**src/rtl/zxbus_arb_pkg.sv**
```systemverilog
// rtl/zxbus_arb_pkg.sv - shared types, defaults and helpers for the Z80 bus arbiter
//
// Holds the FSM state encoding, the default parameter values and a constant
// clog2 helper for sizing counters.
package zxbus_arb_pkg;

    typedef enum logic [2:0] {
        IDLE    = 3'd0,
        REQ     = 3'd1,
        GRANT   = 3'd2,
        RELEASE = 3'd3,
        HOLDOFF = 3'd4
    } arb_state_t;

    localparam int N_DEF           = 4;
    localparam int IDW_DEF         = 2;
    localparam int MIN_CPU_CYC_DEF = 8;
    localparam int TIMEOUT_CYC_DEF = 1024;

    // Ceiling log2; clog2(1) == 0.
    function automatic int clog2(input int value);
        int r;
        r = 0;
        for (int i = 0; i < 31; i++) begin
            if ((32'd1 << i) < value) begin
                r = i + 1;
            end
        end
        return r;
    endfunction

endpackage

```
**src/rtl/z80_bus_arbiter_rr_picker.sv**
```systemverilog
// rtl/z80_bus_arbiter_rr_picker.sv - combinational round-robin requester picker
//
// Ports:
//   req_i    : request vector
//   ptr_i    : search start index (0..N-1)
//   any_o    : at least one request is set
//   winner_o : first set request at or after ptr_i, wrapping modulo N
module rr_picker #(
    parameter int N   = 4,
    parameter int IDW = 2
) (
    input  logic [N-1:0]   req_i,
    input  logic [IDW-1:0] ptr_i,
    output logic           any_o,
    output logic [IDW-1:0] winner_o
);

    // Rotate so that bit 0 corresponds to the requester at ptr_i.
    logic [N-1:0] rot_w;
    assign rot_w = N'({req_i, req_i} >> ptr_i);

    logic [IDW:0] idx_w;

    always_comb begin
        any_o    = 1'b0;
        winner_o = '0;
        idx_w    = '0;
        for (int i = 0; i < N; i++) begin
            if (!any_o && rot_w[i]) begin
                any_o = 1'b1;
                idx_w = {1'b0, ptr_i} + (IDW+1)'(i);
                if (idx_w >= (IDW+1)'(N)) begin
                    idx_w = idx_w - (IDW+1)'(N);
                end
                winner_o = idx_w[IDW-1:0];
            end
        end
    end

endmodule

```
**src/rtl/z80_bus_arbiter.sv**
```systemverilog
// rtl/z80_bus_arbiter.sv - BUSRQ_n/BUSAK_n arbiter sharing the T80 bus with N masters
//
// Optional feature macro: BUSARB_TIMEOUT_EN (grant-length timeout with
// per-requester re-request mask).
//
// Ports:
//   clk         : system clock (CPU core clock)
//   reset       : asynchronous active-high reset
//   cpu_busrq_n : registered BUSRQ_n to the CPU
//   cpu_busak_n : BUSAK_n from the CPU, same clock domain
//   req         : per-requester level requests
//   gnt         : registered one-hot grant
//   bus_own     : high while a requester owns the bus (top-level mux select)
//   owner       : index of the current or last grantee
//   timeout_evt : one-cycle pulse when a grant is revoked by timeout
module z80_bus_arbiter
    import zxbus_arb_pkg::*;
#(
    parameter int N           = N_DEF,
    parameter int IDW         = IDW_DEF,
    parameter int MIN_CPU_CYC = MIN_CPU_CYC_DEF,
    parameter int TIMEOUT_CYC = TIMEOUT_CYC_DEF
) (
    input  logic           clk,
    input  logic           reset,
    output logic           cpu_busrq_n,
    input  logic           cpu_busak_n,
    input  logic [N-1:0]   req,
    output logic [N-1:0]   gnt,
    output logic           bus_own,
    output logic [IDW-1:0] owner,
    output logic           timeout_evt
);

    localparam int HCW = (clog2(MIN_CPU_CYC + 1) < 1) ? 1 : clog2(MIN_CPU_CYC + 1);

    arb_state_t     state_q, state_d;
    logic           busrq_q, busrq_d;
    logic [N-1:0]   gnt_q, gnt_d;
    logic           own_q, own_d;
    logic [IDW-1:0] owner_q, owner_d;
    logic [IDW-1:0] ptr_q, ptr_d;
    logic [HCW-1:0] hold_q, hold_d;

    logic [N-1:0]   req_eff;
    logic           pick_any;
    logic [IDW-1:0] pick_w;
    logic [IDW:0]   ptr_nxt;
    logic           owner_req;
    logic           grant_now;
    logic           abort_now;
    logic           revoke_now;
    logic           tmo_now;

    rr_picker #(
        .N   (N),
        .IDW (IDW)
    ) u_picker (
        .req_i    (req_eff),
        .ptr_i    (ptr_q),
        .any_o    (pick_any),
        .winner_o (pick_w)
    );

    // gnt_q is one-hot in GRANT, so this is req[owner].
    assign owner_req  = |(req & gnt_q);

    // An abort (all requests gone) takes priority over a same-cycle acknowledge.
    assign abort_now  = (state_q == REQ) && !pick_any;
    assign grant_now  = (state_q == REQ) && pick_any && !cpu_busak_n;
    // BUSAK_n rising during a grant means the CPU was reset: revoke.
    assign revoke_now = (state_q == GRANT) && (!owner_req || cpu_busak_n);

    always_comb begin
        ptr_nxt = {1'b0, pick_w} + (IDW+1)'(1);
        if (ptr_nxt >= (IDW+1)'(N)) begin
            ptr_nxt = '0;
        end
    end

`ifdef BUSARB_TIMEOUT_EN
    localparam int TW = (clog2(TIMEOUT_CYC) < 1) ? 1 : clog2(TIMEOUT_CYC);

    logic [TW-1:0] tcnt_q;
    logic [N-1:0]  mask_q;
    logic          tevt_q;

    assign tmo_now     = (state_q == GRANT) && !revoke_now &&
                         (tcnt_q == TW'(TIMEOUT_CYC - 1));
    // A timed-out requester stays masked until its request is seen low.
    assign req_eff     = req & ~mask_q;
    assign timeout_evt = tevt_q;

    always_ff @(posedge clk or posedge reset) begin
        if (reset) begin
            tcnt_q <= '0;
            mask_q <= '0;
            tevt_q <= 1'b0;
        end else begin
            tevt_q <= tmo_now;
            mask_q <= (mask_q & req) | (tmo_now ? gnt_q : '0);
            if (grant_now) begin
                tcnt_q <= '0;
            end else if (state_q == GRANT) begin
                tcnt_q <= tcnt_q + TW'(1);
            end
        end
    end
`else
    logic timeout_unused;
    assign timeout_unused = (TIMEOUT_CYC != 0);
    assign tmo_now        = 1'b0;
    assign req_eff        = req;
    assign timeout_evt    = 1'b0;
`endif

    // State register (all outputs are registered here too).
    always_ff @(posedge clk or posedge reset) begin
        if (reset) begin
            state_q <= IDLE;
            busrq_q <= 1'b1;
            gnt_q   <= '0;
            own_q   <= 1'b0;
            owner_q <= '0;
            ptr_q   <= '0;
            hold_q  <= '0;
        end else begin
            state_q <= state_d;
            busrq_q <= busrq_d;
            gnt_q   <= gnt_d;
            own_q   <= own_d;
            owner_q <= owner_d;
            ptr_q   <= ptr_d;
            hold_q  <= hold_d;
        end
    end

    // Next-state logic.
    always_comb begin
        state_d = state_q;
        ptr_d   = ptr_q;
        hold_d  = hold_q;
        case (state_q)
            IDLE: begin
                if (|req_eff) begin
                    state_d = REQ;
                end
            end
            REQ: begin
                if (abort_now) begin
                    state_d = RELEASE;
                end else if (grant_now) begin
                    state_d = GRANT;
                    ptr_d   = ptr_nxt[IDW-1:0];
                end
            end
            GRANT: begin
                if (revoke_now || tmo_now) begin
                    state_d = RELEASE;
                end
            end
            RELEASE: begin
                if (cpu_busak_n) begin
                    if (MIN_CPU_CYC == 0) begin
                        state_d = IDLE;
                    end else begin
                        state_d = HOLDOFF;
                        hold_d  = HCW'(MIN_CPU_CYC);
                    end
                end
            end
            HOLDOFF: begin
                hold_d = (hold_q != '0) ? hold_q - HCW'(1) : '0;
                if (hold_q <= HCW'(1)) begin
                    state_d = IDLE;
                end
            end
            default: begin
                state_d = IDLE;
            end
        endcase
    end

    // Output next values.
    always_comb begin
        busrq_d = busrq_q;
        gnt_d   = gnt_q;
        own_d   = own_q;
        owner_d = owner_q;
        case (state_q)
            IDLE: begin
                busrq_d = !(|req_eff);
                gnt_d   = '0;
                own_d   = 1'b0;
            end
            REQ: begin
                busrq_d = abort_now;
                if (grant_now) begin
                    gnt_d   = N'(1) << pick_w;
                    own_d   = 1'b1;
                    owner_d = pick_w;
                end
            end
            GRANT: begin
                if (revoke_now || tmo_now) begin
                    gnt_d   = '0;
                    own_d   = 1'b0;
                    busrq_d = 1'b1;
                end
            end
            default: begin
                busrq_d = 1'b1;
                gnt_d   = '0;
                own_d   = 1'b0;
            end
        endcase
    end

    assign cpu_busrq_n = busrq_q;
    assign gnt         = gnt_q;
    assign bus_own     = own_q;
    assign owner       = owner_q;

endmodule

```
**config.mk**
```make
export PLATFORM = sky130hd
export DESIGN_NAME = z80_bus_arbiter
export DESIGN_NICKNAME = d
export VERILOG_FILES = /design/src/rtl/zxbus_arb_pkg.sv /design/src/rtl/z80_bus_arbiter_rr_picker.sv /design/src/rtl/z80_bus_arbiter.sv
export SDC_FILE = /design/constraint.sdc
export NUM_CORES = 1
export LEC_CHECK = 0
export ABC_AREA = 1
export BUFFER_PORTS_ARGS = -buffer_cell sky130_fd_sc_hd__buf_2
export CAP_MARGIN = 20
export CORE_AREA = 2 2 55 57
export DETAILED_ROUTE_END_ITERATION = 10
export DIE_AREA = 0 0 57 59
export SETUP_SLACK_MARGIN = 0.5
export SLEW_MARGIN = 20
export SYNTH_ARGS = -nofsm -noshare
export SYNTH_HDL_FRONTEND = slang
export SYNTH_SLANG_ARGS = --single-unit
```
**constraint.sdc**
```tcl
create_clock -name clk -period 3.4 [get_ports clk]
set_clock_uncertainty 0.1 [all_clocks]
set_input_delay 0.51 -clock clk [delete_from_list [all_inputs] [get_ports clk]]
set_output_delay 0.51 -clock clk [all_outputs]
set_load 0.01 [all_outputs]
```
## Word-level counts from Yosys, hierarchy flattened

Cells that the tools add are included.

- Add/sub/neg operators: 9
- Order comparisons: 6
- Equal/unequal tests: 10
- Shift-type cells: 2
- Muxes and demuxes: 31
- Bitwise gates (word level): 2
- Reduce and logical (&&, ||, !) cells: 25

Operator list:

| operator | count |
|---|---|
| two-way mux 2 bit | 9 |
| two-way mux 3 bit | 6 |
| two-way mux 4 bit | 4 |
| case mux 4 bit (2 select lines) | 2 |
| case mux 3 bit (5 select lines) | 1 |
| >= comparator 3 bit, second input constant | 4 |
| inequality test 2 bit, second input constant | 5 |
| OR reduction 4 bit | 2 |
| >> shifter 8 x 2 -> 4 bit | 1 |
| subtractor 2 x 1 -> 2 bit, second input constant | 4 |
| logical AND 1 bit | 7 |
| zero test 1 bit | 7 |
| two-way mux 1 bit | 7 |
| adder 2 x 1 -> 3 bit, second input constant | 2 |
| adder 2 x 2 -> 3 bit, second input constant | 2 |
| == test 3 x 2 -> 1 bit, second input constant | 2 |
| AND reduction 2 bit | 3 |
| AND reduction 5 bit | 1 |
| bitwise AND 4 bit | 1 |
| <= comparator 4 x 1 -> 1 bit, second input constant | 1 |
| nonzero test 4 bit | 1 |
| << shifter 1 x 2 -> 4 bit, first input constant | 1 |
| subtractor 4 x 1 -> 4 bit, second input constant | 1 |
| == test 3 x 1 -> 1 bit, second input constant | 1 |
| 10 further kinds | 10 |

- Bits in registers: 17
- Input bits: 7

## Logic depth before layout (Yosys ltp)

Gate-level depths: netlist (run 1).

- Depth in word-level cells: 16
- Mapped depth: 14

## Hierarchy

Synthesis (run 1) repeated with hierarchy kept, for this count alone.

- Cells, all modules: 179
- Area total of the unflattened synthesis: 1283.7 um^2

Modules (own cells, without submodules):

| module | times used | cells each | area each (um^2) |
|---|---|---|---|
| z80_bus_arbiter | 1 | 126 | 953.4 |
| rr_picker | 1 | 53 | 330.3 |

## Least setup slack after synthesis (run 1)

OpenSTA, ideal clock, no wires.

- Kind: input port to flip-flop
- Start point: input req[0]
- End point: register ptr_q[1]
- Data arrival time: 1.624 ns
- Required time: 3.171 ns
- Slack: 1.548 ns
- Stages on the path: 11
- Path buffers: 0
- Path through: inv_1 > o21ai_2 > nand2_1 > nand2_2 > a21oi_2 > or2_4 > nand2_4 > inv_1 > ha_1 > nand2_1 > o21ai_0

- Elaborated cells between the ends (all ways): 24
- Classes of those cells: add/sub (1); order compare (1); shift (1); mux (9); bitwise (1); reduce/logical (11)

RTL lines:

| item | line | text |
|---|---|---|
| from (decl) | z80_bus_arbiter.sv:28 | `input logic [N-1:0] req,` |
| >> shifter 8 x 2 -> 4 bit * | z80_bus_arbiter_rr_picker.sv:20 | `assign rot_w = N'({req_i, req_i} >> ptr_i);` |
| two-way mux 1 bit | z80_bus_arbiter_rr_picker.sv:29 | `if (!any_o && rot_w[i]) begin` |
| zero test 1 bit | z80_bus_arbiter_rr_picker.sv:29 |  |
| logical AND 1 bit | z80_bus_arbiter_rr_picker.sv:29 |  |
| two-way mux 1 bit | z80_bus_arbiter_rr_picker.sv:29 |  |
| zero test 1 bit | z80_bus_arbiter_rr_picker.sv:29 |  |
| logical AND 1 bit | z80_bus_arbiter_rr_picker.sv:29 |  |
| two-way mux 1 bit | z80_bus_arbiter_rr_picker.sv:29 |  |
| zero test 1 bit | z80_bus_arbiter_rr_picker.sv:29 |  |
| logical AND 1 bit | z80_bus_arbiter_rr_picker.sv:29 |  |
| two-way mux 2 bit * | z80_bus_arbiter_rr_picker.sv:29 |  |
| named net pick_w[0] | z80_bus_arbiter.sv:47 | `logic [IDW-1:0] pick_w;` |
| adder 2 x 1 -> 3 bit * | z80_bus_arbiter.sv:75 | `ptr_nxt = {1'b0, pick_w} + (IDW+1)'(1);` |
| >= comparator 3 bit | z80_bus_arbiter.sv:76 | `if (ptr_nxt >= (IDW+1)'(N)) begin` |
| two-way mux 2 bit * | z80_bus_arbiter.sv:76 |  |
| named net ptr_nxt[1] | z80_bus_arbiter.sv:48 | `logic [IDW:0] ptr_nxt;` |
| to (signal assigned) | z80_bus_arbiter.sv:133 | `ptr_q <= ptr_d;` |
| to (decl) | z80_bus_arbiter.sv:42 | `logic [IDW-1:0] ptr_q, ptr_d;` |

The timed path passes the listed nets; every way through them passes the cells marked *.
A chain may end at the register's enable or synchronous reset.

## Worst setup path in the final report (run 1)

- Start point: register ptr_q[0]
- End point: register ptr_q[1]

- Elaborated cells between the ends (all ways): 39
- Classes of those cells: add/sub (8); order compare (5); shift (1); mux (13); bitwise (1); reduce/logical (11)

RTL lines:

| item | line |
|---|---|
| parallel branches: the longest is 10 deep, another holds adder 2 x 1 -> 3 bit | - |
| two-way mux 2 bit * | z80_bus_arbiter_rr_picker.sv:29 |
| named net pick_w[0] | z80_bus_arbiter.sv:47 |
| adder 2 x 1 -> 3 bit * | z80_bus_arbiter.sv:75 |
| >= comparator 3 bit | z80_bus_arbiter.sv:76 |
| two-way mux 2 bit * | z80_bus_arbiter.sv:76 |
| named net ptr_nxt[1] | z80_bus_arbiter.sv:48 |

Mark *: on every way through the listed nets, which the timed path passes.

==> flow_summary.rst, run 1 <==
.. list-table::
   :header-rows: 1

   * - Metric
     - Value
   * - Core Box Area
     - 0.002710 mm²
   * - Final GP Congestion
     - 0.8017
   * - Height of the die
     - 59 µm
   * - Number of cell instances on the worst register-to-register path
     - 11
   * - Cell breakdown of the critical path
     - inv_4, nand2_2, nand3_1, nand2_2, a21oi_2, or2_4, nand2_4, inv_1, ha_1, nand2_1, o21ai_0
   * - Yosys warns
     - 0
   * - Worst setup SP type
     - flip-flop
   * - Die Outline Area
     - 0.003363 mm²
   * - Port Buffers
     - 14
   * - Post-CTS setup buffer count
     - 0
   * - Filler Cells Inserted
     - 272
   * - Total Neg Setup Slack
     - 0 ps
   * - HPWL Detailed
     - 1.802 mm
   * - Slowest library cell on the worst path
     - dfrtp_1
   * - Initial core utilization
     - 41.69%
   * - Required time reported for the critical path endpoint
     - 3480 ps
   * - Final hold viol count
     - 0
   * - TritonCTS clock tree
     - built
   * - Number of core rows
     - 19
   * - Net count after synthesis
     - 163
   * - Mean Syn Cell Area
     - 7.433 µm²
   * - Actual slew at the worst max-slew pin
     - 642.2 ps
   * - Top post-synthesis cells by area
     - dfrtp_1, nand2_1, inv_1
   * - Maximum number of pins on one net before global-route repair
     - 18
   * - Number of cells in the design after placement
     - 195
   * - Pwr per Cell Area
     - 920.8 mW/mm²
   * - Placement Cell Area
     - 0.001220 mm²
   * - Data arrival, critical path
     - 2130 ps
   * - Highest ir drop seen on vdd
     - 0.4329 mV
   * - Clock input transition at the sequential cells of the worst setup and hold paths
     - 100 ps
   * - Final antenna diode count
     - 0
   * - Fraction of layout instances using a drive strength above 1
     - 23.81%
   * - Critical path type
     - reg2reg
   * - Number of distinct standard cells referenced by the synthesized netlist
     - 29
   * - DR vias/cell
     - 5.136
   * - First-pass GRT wire length
     - 3.912 mm
   * - Via total after detailed routing
     - 1022
   * - Max Freq
     - 487.6 MHz
   * - Number of gates given a new drive strength after cts
     - 0
   * - Hold-fix buffer count after cts
     - 0
   * - Routed length per placed instance
     - 11.30 µm
   * - Total wire length after detailed routing
     - 2.248 mm
   * - # DRC
     - 0
   * - Fraction of synthesized cell area taken by the top area cell type
     - 35.44%
   * - Register-to-register setup slack
     - 1350 ps
   * - Part of the cycle the worst path needs
     - 60.32%
   * - Clock latency on the worst-skew pair
     - 290 ps
   * - Most common cell after layout, fill and taps aside
     - nand2_1
   * - TritonRoute pass-1 iters
     - 5
   * - Master cell of the clock root buffer
     - clkbuf_4
   * - Via count of the first global-routing pass
     - 961
   * - Pins Over Slew Limit
     - 0
   * - Commonest cells after routing, fill and taps aside
     - nand2_1, inv_1, dfrtp_1
   * - Setup-violating endpoint count in the final report
     - 0
   * - Detailed Route Iter0 Violations
     - 63
   * - Number of buffers created by CTS
     - 3
   * - RSZ-0062 raised after global routing
     - false
   * - Hold Path Class
     - in2async
   * - Post-synthesis instance total
     - 152
   * - Crit path setup slack, layout
     - 1349 ps
   * - Startpoint of the lowest-slack register-to-register path
     - ptr_q[0]
   * - Number of max-cap violations
     - 0
   * - Gr usage total
     - 14.57%
   * - Reg-to-Reg End
     - ptr_q[1]
   * - Nets@finish
     - 180
   * - Seq cells post-synth
     - 17
   * - Post-Layout Cell Count
     - 199
   * - Run status
     - finished, final reports clean
   * - Maximum number of buffers from clock root to sink
     - 2
   * - Residual antenna-violating net count after detailed routing
     - 0
   * - Critical path's largest stage delay
     - 590 ps
   * - Cell repeated most along the worst path
     - nand2_2
   * - Cell type with the largest total area after synthesis
     - dfrtp_1
   * - Maximum fanout along the worst path
     - 10
   * - Count of boundary I/O pins
     - 16
   * - Share of synthesized area occupied by flip-flops and latches
     - 37.76%
   * - Crit path capture type
     - flip-flop
   * - Synthesized area
     - 0.001130 mm²
   * - Syn-to-layout area delta
     - 10.41%
   * - Width of the die
     - 57 µm
   * - Post-Place Worst Slack
     - 1325 ps
   * - Leakage Power
     - 0.6670 nW
   * - GR Overflow Total
     - 0
   * - H-tree levels
     - 1
   * - Tightest slew margin relative to the limit
     - 57.14%
   * - Clk sink count
     - 17
   * - Total non-filler cell area in the finished layout
     - 0.001247 mm²
   * - Antenna violations before repair
     - 0
   * - Final worst path period need
     - 2051 ps
==> critical path, delay by kind of cell (launching register included) <==
| family | cells | cell delay [ps] |
|---|---|---|
| adders and majority gates | 1 | 280 |
| AOI/OAI and AO/OA | 2 | 110 |
| buffers and inverters | 2 | 150 |
| DFF | 1 | 590 |
| and+or+nand+nor | 6 | 710 |
==> how the worst max path moves through the flow <==
stage,start,to
global placement,req[3],ptr_q[1]
global route,ptr_q[0],ptr_q[1]
CTS,ptr_q[0],ptr_q[1]
floorplan,req[0],ptr_q[1]
detailed placement,req[3],ptr_q[1]
finish,ptr_q[0],ptr_q[1]
==> Yosys cell counts <==
master and instances:
nand3_2 3, inv_2 2, nand2_1 38, buf_4 1, conb_1 1, inv_1 21, nor2_1 11, o21ai_1 1
o21ai_0 9, nor2_4 1, nand3_1 11, nor3_1 2, a21oi_1 3, nand2_2 8, nor4_1 1, or2_4 1
dfstp_2 1, o21ai_2 1, nand4_1 3, o21a_1 1, dfrtp_1 16, ha_1 4, xor2_1 2, inv_4 1
o41ai_1 1, o22ai_1 3, buf_6 1, a21oi_2 3, nand2_4 1
==> flip-flops by register name, summed over array words and instances, names as in the netlist <==
signal / count
bus_own: 1
cpu_busrq_n: 1
gnt: 4
hold_q: 4
owner: 2
ptr_q: 2
state_q: 3
==> per-layer routing <==
| metal | vias to the layer above | GRT usage, % | wire (µm) |
|---|---|---|---|
| li1 | 517 | - | - |
| met1 | 465 | 18.65 | 1059 |
| met2 | 37 | 24.96 | 1013 |
| met3 | 3 | 3.930 | 163 |
| met4 | 0 | 2.990 | 11 |
| met5 | - | 0 | 0 |
==> where the power goes <==
group	internal (mW)	total, mW	switching (mW)
combinational	0.244	0.653	0.409
clock	0.0439	0.108	0.0645
sequential	0.290	0.387	0.0971
==> stage by stage <==
stage	hold slack, ps	power [mW]	utilization [%]
floorplan	335.3	0.9031	-
global placement	355.9	1.023	45.01
detailed placement	360.5	1.044	45.01
CTS	205.0	1.158	46.03
global route	231.8	1.278	46.03
finish	181.4	1.149	46.03
==> kinds of logic (layout without fill, tap and decap cells) <==
| group | Yosys count | count (layout) | share of synthesized area, % |
|---|---|---|---|
| AOI/OAI and AO/OA | 22 | 22 | 11.96 |
| xor gates and xnor gates | 2 | 2 | 1.551 |
| adders and majority gates | 4 | 4 | 4.430 |
| buffers and inverters | 26 | 42 | 9.857 |
| DFF | 17 | 17 | 37.76 |
| other | 1 | 1 | 0.3319 |
| and+or+nand+nor | 80 | 80 | 34.11 |
==> final cells by class <==
| cell class | count | area (µm²) | share of cell area, % |
|---|---|---|---|
| clock buffers | 3 | 22.52 | 1.805 |
| clock inverters | 1 | 5.005 | 0.4012 |
| inverters | 24 | 92.59 | 7.422 |
| multi-input cells | 109 | 591.8 | 47.44 |
| flip-flops and latches | 17 | 426.7 | 34.20 |
| well taps | 31 | 38.79 | 3.109 |
| repair buffers | 14 | 70.07 | 5.617 |
Note: power is estimated with default switching activity, not from simulation.
==> inputs of run 2 (changes only) <==
==> constraint.sdc (replaced) <==
create_clock -name clk -period 1.85 [get_ports clk]
set_clock_uncertainty 0.1 [all_clocks]
set_input_delay 0.2775 -clock clk [delete_from_list [all_inputs] [get_ports clk]]
set_output_delay 0.2775 -clock clk [all_outputs]
set_load 0.01 [all_outputs]
==> flow_summary.rst, run 2 (synthesis gave the netlist of run 1 again) <==
.. list-table::
   :header-rows: 1

   * - Metric
     - Value
   * - Run status
     - finished with violations
   * - Leakage Power
     - 0.8745 nW (+31%)
   * - Commonest cells after routing, fill and taps aside
     - nand2_1, buf_4, inv_1
   * - Highest ir drop seen on vdd
     - 1.362 mV (+210%)
   * - Required time reported for the critical path endpoint
     - 1940 ps (-1540 ps)
   * - Worst setup SP type
     - flip-flop
   * - Number of buffers created by CTS
     - 3 (unchanged)
   * - Maximum number of pins on one net before global-route repair
     - 18 (unchanged)
   * - Pwr per Cell Area
     - 1860 mW/mm² (+100%)
   * - Slowest library cell on the worst path
     - dfrtp_2
   * - Nets@finish
     - 208 (+16%)
   * - Net switching power figure
     - 1.533 mW (+170%)
   * - Crit path setup slack, layout
     - -57.28 ps (-1406 ps)
   * - Number of max-cap violations
     - 0 (unchanged)
   * - RSZ-0062 raised after global routing
     - true
   * - Clock latency on the worst-skew pair
     - 290 ps (about the same)
   * - Final GP Congestion
     - 0.8437 (+5.2%)
   * - Final hold viol count
     - 0 (unchanged)
   * - Total non-filler cell area in the finished layout
     - 0.001739 mm² (+39%)
   * - Number of cell instances on the worst register-to-register path
     - 12 (+1)
   * - Antenna violations before repair
     - 0 (unchanged)
   * - Critical path's largest stage delay
     - 460 ps (-130 ps)
   * - Count of boundary I/O pins
     - 16 (unchanged)
   * - Clock input transition at the sequential cells of the worst setup and hold paths
     - 100 ps (about the same)
   * - Part of the cycle the worst path needs
     - 103.1% (+43 points)
   * - Filler Cells Inserted
     - 224 (-18%)
   * - Crit path capture type
     - flip-flop
   * - Final worst path period need
     - 1907 ps (-143.6 ps)
   * - Data arrival, critical path
     - 2000 ps (-130 ps)
   * - Seq pwr share
     - 23.0% (-11 points)
   * - Post-Layout Cell Count
     - 227 (+14%)
   * - Reg-to-Reg End
     - gnt[0]
   * - # DRC
     - 0 (unchanged)
   * - Hold Path Class
     - in2reg
   * - Setup crit end
     - gnt[0]
   * - Gr usage total
     - 18.03% (+3.5 points)
   * - Maximum fanout along the worst path
     - 4 (-6)
   * - Total wire length after detailed routing
     - 3.217 mm (+43%)
   * - H-tree levels
     - 1 (unchanged)
   * - Via total after detailed routing
     - 1198 (+17%)
   * - First-pass GRT wire length
     - 4.754 mm (+22%)
   * - Number of cells in the design after placement
     - 200 (+2.6%)
   * - Syn-to-layout area delta
     - 53.93%
   * - Width of the die
     - 57 µm (unchanged)
   * - Cell breakdown of the critical path
     - buf_6, nand2_2, o21ai_2, nand2_1, nand2_2, a21oi_2, or2_4, nand2_4, buf_4, ha_1, nand2_1, o21ai_1
   * - TritonRoute pass-1 iters
     - 4 (-1)
   * - Max Freq
     - 524.3 MHz (+7.5%)
   * - CP Launch Point
     - ptr_q[0]
   * - Port Buffers
     - 14 (unchanged)
   * - GR Overflow Total
     - 0 (unchanged)
   * - Switching Share
     - 47.41% (-2.3 points)
   * - Most common cell after layout, fill and taps aside
     - nand2_1
   * - Fraction of layout instances using a drive strength above 1
     - 56.63% (+33 points)
   * - Via count of the first global-routing pass
     - 1078 (+12%)
   * - Combinational share of power
     - 70.8% (+14 points)
   * - Setup-violating endpoint count in the final report
     - 3 (+3)
   * - Detailed Route Iter0 Violations
     - 40 (-37%)
   * - Die Outline Area
     - 0.003363 mm² (unchanged)
   * - DR vias/cell
     - 5.278 (+2.8%)
   * - Critical path type
     - reg2reg
   * - Clk pwr share
     - 6.3% (-3.1 points)
   * - Startpoint of the lowest-slack register-to-register path
     - ptr_q[0]
   * - Master cell of the clock root buffer
     - clkbuf_4
   * - Height of the die
     - 59 µm (unchanged)
   * - Clk sink count
     - 17 (unchanged)
   * - Maximum number of buffers from clock root to sink
     - 2 (unchanged)
   * - Routed length per placed instance
     - 14.17 µm (+25%)
   * - Pins Over Slew Limit
     - 0 (unchanged)
   * - Register-to-register setup slack
     - -60 ps (-1410 ps)
   * - Core Box Area
     - 0.002710 mm² (unchanged)
   * - Placement Cell Area
     - 0.001287 mm² (+5.5%)
   * - Internal power
     - 1.701 mW (+190%)
   * - HPWL Detailed
     - 1.907 mm (+5.9%)
   * - Initial core utilization
     - 41.69% (unchanged)
   * - Number of core rows
     - 19 (unchanged)
   * - Final antenna diode count
     - 0 (unchanged)
   * - Residual antenna-violating net count after detailed routing
     - 0 (unchanged)
   * - TritonCTS clock tree
     - built
   * - Violated checks
     - negative setup slack
==> run 2: what timing repair did <==
item / in CTS / in global routing
gates resized for setup: 18 / 46
hold buffers: 1 / 0
pin swaps: 6 / 22
hold endpoints to repair: 16 / 0
endpoints found under the setup margin: 12 / 20
setup buffers: 10 / 12
==> run 2: how the worst min path moves through the flow <==
stage	from	to	slack, ps	depth (start not counted)
finish	cpu_busak_n	state_q[2]	290	3
global route	cpu_busak_n	bus_own	290	4
CTS	cpu_busak_n	bus_own	260	4
detailed placement	reset	hold_q[1]	310	2
global placement	reset	hold_q[3]	290	2
floorplan	reset	bus_own	100	1
==> run 2: metrics by stage <==
stage	setup TNS (ps)	utilization, %	power [mW]	hold slack, ps	worst slack [ps]
finish	-139.6	64.17	3.234	289.8	-57.28
global route	-579.8	64.17	3.483	288.1	-138.2
CTS	0	53.51	2.527	256.9	15.77
detailed placement	-173.7	47.51	2.125	307.2	-80.20
global placement	-53.21	47.51	2.070	291.8	-26.38
floorplan	0	-	1.740	102.8	129.2
==> run 2: final cells by class <==
cell class | instances | area [µm²] | share of cell area, %
well taps | 31 | 38.79 | 2.230
repair buffers | 42 | 331.6 | 19.06
clock buffers | 3 | 22.52 | 1.295
multi-input cells | 109 | 807.0 | 46.40
inverters | 24 | 101.3 | 5.827
clock inverters | 1 | 5.005 | 0.2878
flip-flops and latches | 17 | 432.9 | 24.89
==> run 2: worst max-delay path, delay by kind of cell (launching register included) <==
kind | cells | cell delay, ps
DFF | 1 | 460
buffers and inverters | 2 | 280
AOI/OAI and AO/OA | 3 | 280
and+or+nand+nor | 6 | 510
adders and majority gates | 1 | 180
==> run 2: power groups by stage <==
stage / clock, mW / sequential [mW] / combinational (mW)
finish: 0.203 / 0.743 / 2.29
global route: 0.228 / 0.763 / 2.49
CTS: 0.210 / 0.723 / 1.59
detailed placement: 0 / 0.711 / 1.41
global placement: 0 / 0.700 / 1.37
floorplan: 0 / 0.689 / 1.05
==> run 2: routing by layer <==
layer	vias to the layer above	global-route usage (%)	wire (µm)
met5	-	0	0
met4	0	2.990	92
met3	12	4.803	177
met2	43	29.72	1606
met1	571	24.38	1340
li1	572	-	-
==> inputs of run 3 (changes only) <==
--- a/config.mk
+++ b/config.mk
@@ -9,8 +9,11 @@
 export BUFFER_PORTS_ARGS = -buffer_cell sky130_fd_sc_hd__buf_2
 export CAP_MARGIN = 20
 export CORE_AREA = 2 2 55 57
+export CTS_BUF_LIST = sky130_fd_sc_hd__clkbuf_16
 export DETAILED_ROUTE_END_ITERATION = 10
 export DIE_AREA = 0 0 57 59
+export GPL_ROUTABILITY_DRIVEN = 0
+export REMOVE_ABC_BUFFERS = 1
 export SETUP_SLACK_MARGIN = 0.5
 export SLEW_MARGIN = 20
 export SYNTH_ARGS = -nofsm -noshare
==> flow_summary.rst, run 3 (synthesis gave the netlist of run 1 again) <==
.. list-table::
   :header-rows: 1

   * - Metric
     - Value
   * - Max Freq
     - 522.6 MHz (-0.32%)
   * - Number of buffers created by CTS
     - 3 (unchanged)
   * - Port Buffers
     - 14 (unchanged)
   * - Fraction of layout instances using a drive strength above 1
     - 53.65% (-3.0 points)
   * - Antenna violations before repair
     - 0 (unchanged)
   * - Gr usage total
     - 18.25% (+0.21 points)
   * - Number of max-cap violations
     - 0 (unchanged)
   * - First-pass GRT wire length
     - 4.809 mm (+1.2%)
   * - Data arrival, critical path
     - 1990 ps (about the same)
   * - Met3 layer usage reported by global route
     - 3.930% (-0.87 points)
   * - Height of the die
     - 59 µm (unchanged)
   * - Initial core utilization
     - 41.69% (unchanged)
   * - Setup-violating endpoint count in the final report
     - 5 (+2)
   * - Most common cell after layout, fill and taps aside
     - nand2_1
   * - Highest ir drop seen on vdd
     - 1.290 mV (-5.3%)
   * - DR vias/cell
     - 5.220 (-1.1%)
   * - Width of the die
     - 57 µm (unchanged)
   * - Count of boundary I/O pins
     - 16 (unchanged)
   * - Internal power
     - 1.834 mW (+7.8%)
   * - Final Total Pwr
     - 3.431 mW (+6.1%)
   * - Total non-filler cell area in the finished layout
     - 0.001754 mm² (+0.86%)
   * - Core Box Area
     - 0.002710 mm² (unchanged)
   * - # DRC
     - 0 (unchanged)
   * - Crit path capture type
     - flip-flop
   * - Run status
     - finished with violations
   * - TritonCTS clock tree
     - built
   * - Detailed Route Iter0 Violations
     - 33 (-18%)
   * - Violated checks
     - negative setup slack
   * - Clock latency on the worst-skew pair
     - 250 ps (-40 ps)
   * - Met1 GRT Util
     - 21.29% (-3.1 points)
   * - Via total after detailed routing
     - 1164 (-2.8%)
   * - HPWL Detailed
     - 2.012 mm (+5.5%)
   * - Combinational share of power
     - 65.5% (-5.3 points)
   * - Residual antenna-violating net count after detailed routing
     - 0 (unchanged)
   * - Final hold viol count
     - 0 (unchanged)
   * - Syn-to-layout area delta
     - 55.26%
   * - Pins Over Slew Limit
     - 0 (unchanged)
   * - Maximum number of buffers from clock root to sink
     - 2 (unchanged)
   * - Net switching power figure
     - 1.597 mW (+4.2%)
   * - Via count of the first global-routing pass
     - 1114 (+3.3%)
   * - Final worst path period need
     - 1913 ps (+6.212 ps)
   * - Number of core rows
     - 19 (unchanged)
   * - Commonest cells after routing, fill and taps aside
     - nand2_1, buf_4, inv_1
   * - GR Util met2
     - 33.83% (+4.1 points)
   * - Switching Share
     - 46.56% (-0.85 points)
   * - Tightest slew margin relative to the limit
     - 56.33%
   * - Maximum number of pins on one net before global-route repair
     - 18 (unchanged)
   * - RSZ-0062 raised after global routing
     - true
   * - Crit path setup slack, layout
     - -63.49 ps (-6.212 ps)
   * - Most used routing layer in global routing
     - met2
   * - Clk sink count
     - 17 (unchanged)
   * - Placement Cell Area
     - 0.001325 mm² (+2.9%)
   * - Nets@finish
     - 204 (-1.9%)
   * - Master cell of the clock root buffer
     - clkbuf_16
   * - Actual slew at the worst max-slew pin
     - 654.3 ps
   * - Die Outline Area
     - 0.003363 mm² (unchanged)
   * - GR Overflow Total
     - 0 (unchanged)
   * - TritonRoute pass-1 iters
     - 4 (unchanged)
   * - Required time reported for the critical path endpoint
     - 1930 ps (about the same)
   * - Clock input transition at the sequential cells of the worst setup and hold paths
     - 60 ps (-40 ps)
   * - Final Core Density
     - 64.73% (+0.55 points)
   * - Final antenna diode count
     - 0 (unchanged)
   * - Maximum fanout along the worst path
     - 7 (+3)
   * - Post-Layout Cell Count
     - 223 (-1.8%)
   * - Worst setup SP type
     - flip-flop
   * - Total wire length after detailed routing
     - 3.143 mm (-2.3%)
   * - Number of cells in the design after placement
     - 209 (+4.5%)
   * - Hold Path Class
     - in2async
   * - Leakage Power
     - 0.8748 nW (about the same)
   * - Clk pwr share
     - 13.2% (+6.9 points)
   * - Total Neg Setup Slack
     - -138.2 ps (+1.443 ps)
   * - Hold-fix buffer count after cts
     - 0 (-1)
   * - Part of the cycle the worst path needs
     - 103.4% (+0.34 points)
   * - Seq pwr share
     - 21.3% (-1.7 points)
   * - Pwr per Cell Area
     - 1956 mW/mm² (+5.2%)
   * - Routed length per placed instance
     - 14.09 µm (-0.55%)
   * - Critical path type
     - reg2reg
   * - H-tree levels
     - 1 (unchanged)
==> run 3: worst paths after layout <==
path	from	end	slack, ps	cells past startpoint
max	ptr_q[0]	ptr_q[1]	-60	11
min	reset	owner[1]	5	2
max reg2reg	ptr_q[0]	ptr_q[1]	-60	11
min reg2reg	bus_own	bus_own	380	2
max in group asynchronous	reset	ptr_q[0]	1180	2
min in group clk	cpu_busak_n	ptr_q[0]	290	4
==> run 3: power by group through the flow <==
stage	logic (mW)	registers (mW)	clock network, mW
final	2.25	0.730	0.454
after detailed placement	1.43	0.699	0
after floorplan	0.924	0.711	0
after global placement	1.39	0.691	0
after CTS	1.82	0.703	0.454
after global routing	2.45	0.755	0.478
==> run 3: cell type report <==
| class | count | area, µm² |
|---|---|---|
| flip-flops and latches | 17 | 430.4 |
| repair buffers | 38 | 272.8 |
| clock inverters | 1 | 7.507 |
| multi-input cells | 109 | 829.5 |
| clock buffers | 3 | 75.07 |
| inverters | 24 | 100.1 |
| fillers | 213 | 955.9 |
| well taps | 31 | 38.79 |
==> run 3: layer usage <==
metal / share of wire [%] / vias up
met5: 0 / -
met4: 1.2 / 0
met3: 3.5 / 6
met2: 54 / 21
met1: 41 / 569
li1: - / 568
==> run 3: metrics by stage <==
stage	setup WS [ps]	hold slack (ps)
2_1_floorplan	-21.65	102.8
3_3_place_gp	-40.66	296.6
3_5_place_dp	-93.34	313.7
4_1_cts	17.72	47.10
5_1_grt	-152.0	95.78
6_report	-63.49	4.671
==> run 3: critical path: stages (launching register included) <==
cell and delay, ps:
dfrtp_2 470, buf_4 160, nand2_1 80, nand3_2 110, nand2_4 130, a21oi_4 50, or2_4 240, nand2_4 70
inv_2 60, ha_4 250, nand2_1 40, o21ai_1 70
==> run 3: timing repair <==
action / CTS / global route
endpoints found under the hold margin: 0 / 0
gates resized for setup: 35 / 38
endpoints found under the setup margin: 12 / 14
pin swaps: 17 / 12
setup buffers: 6 / 4
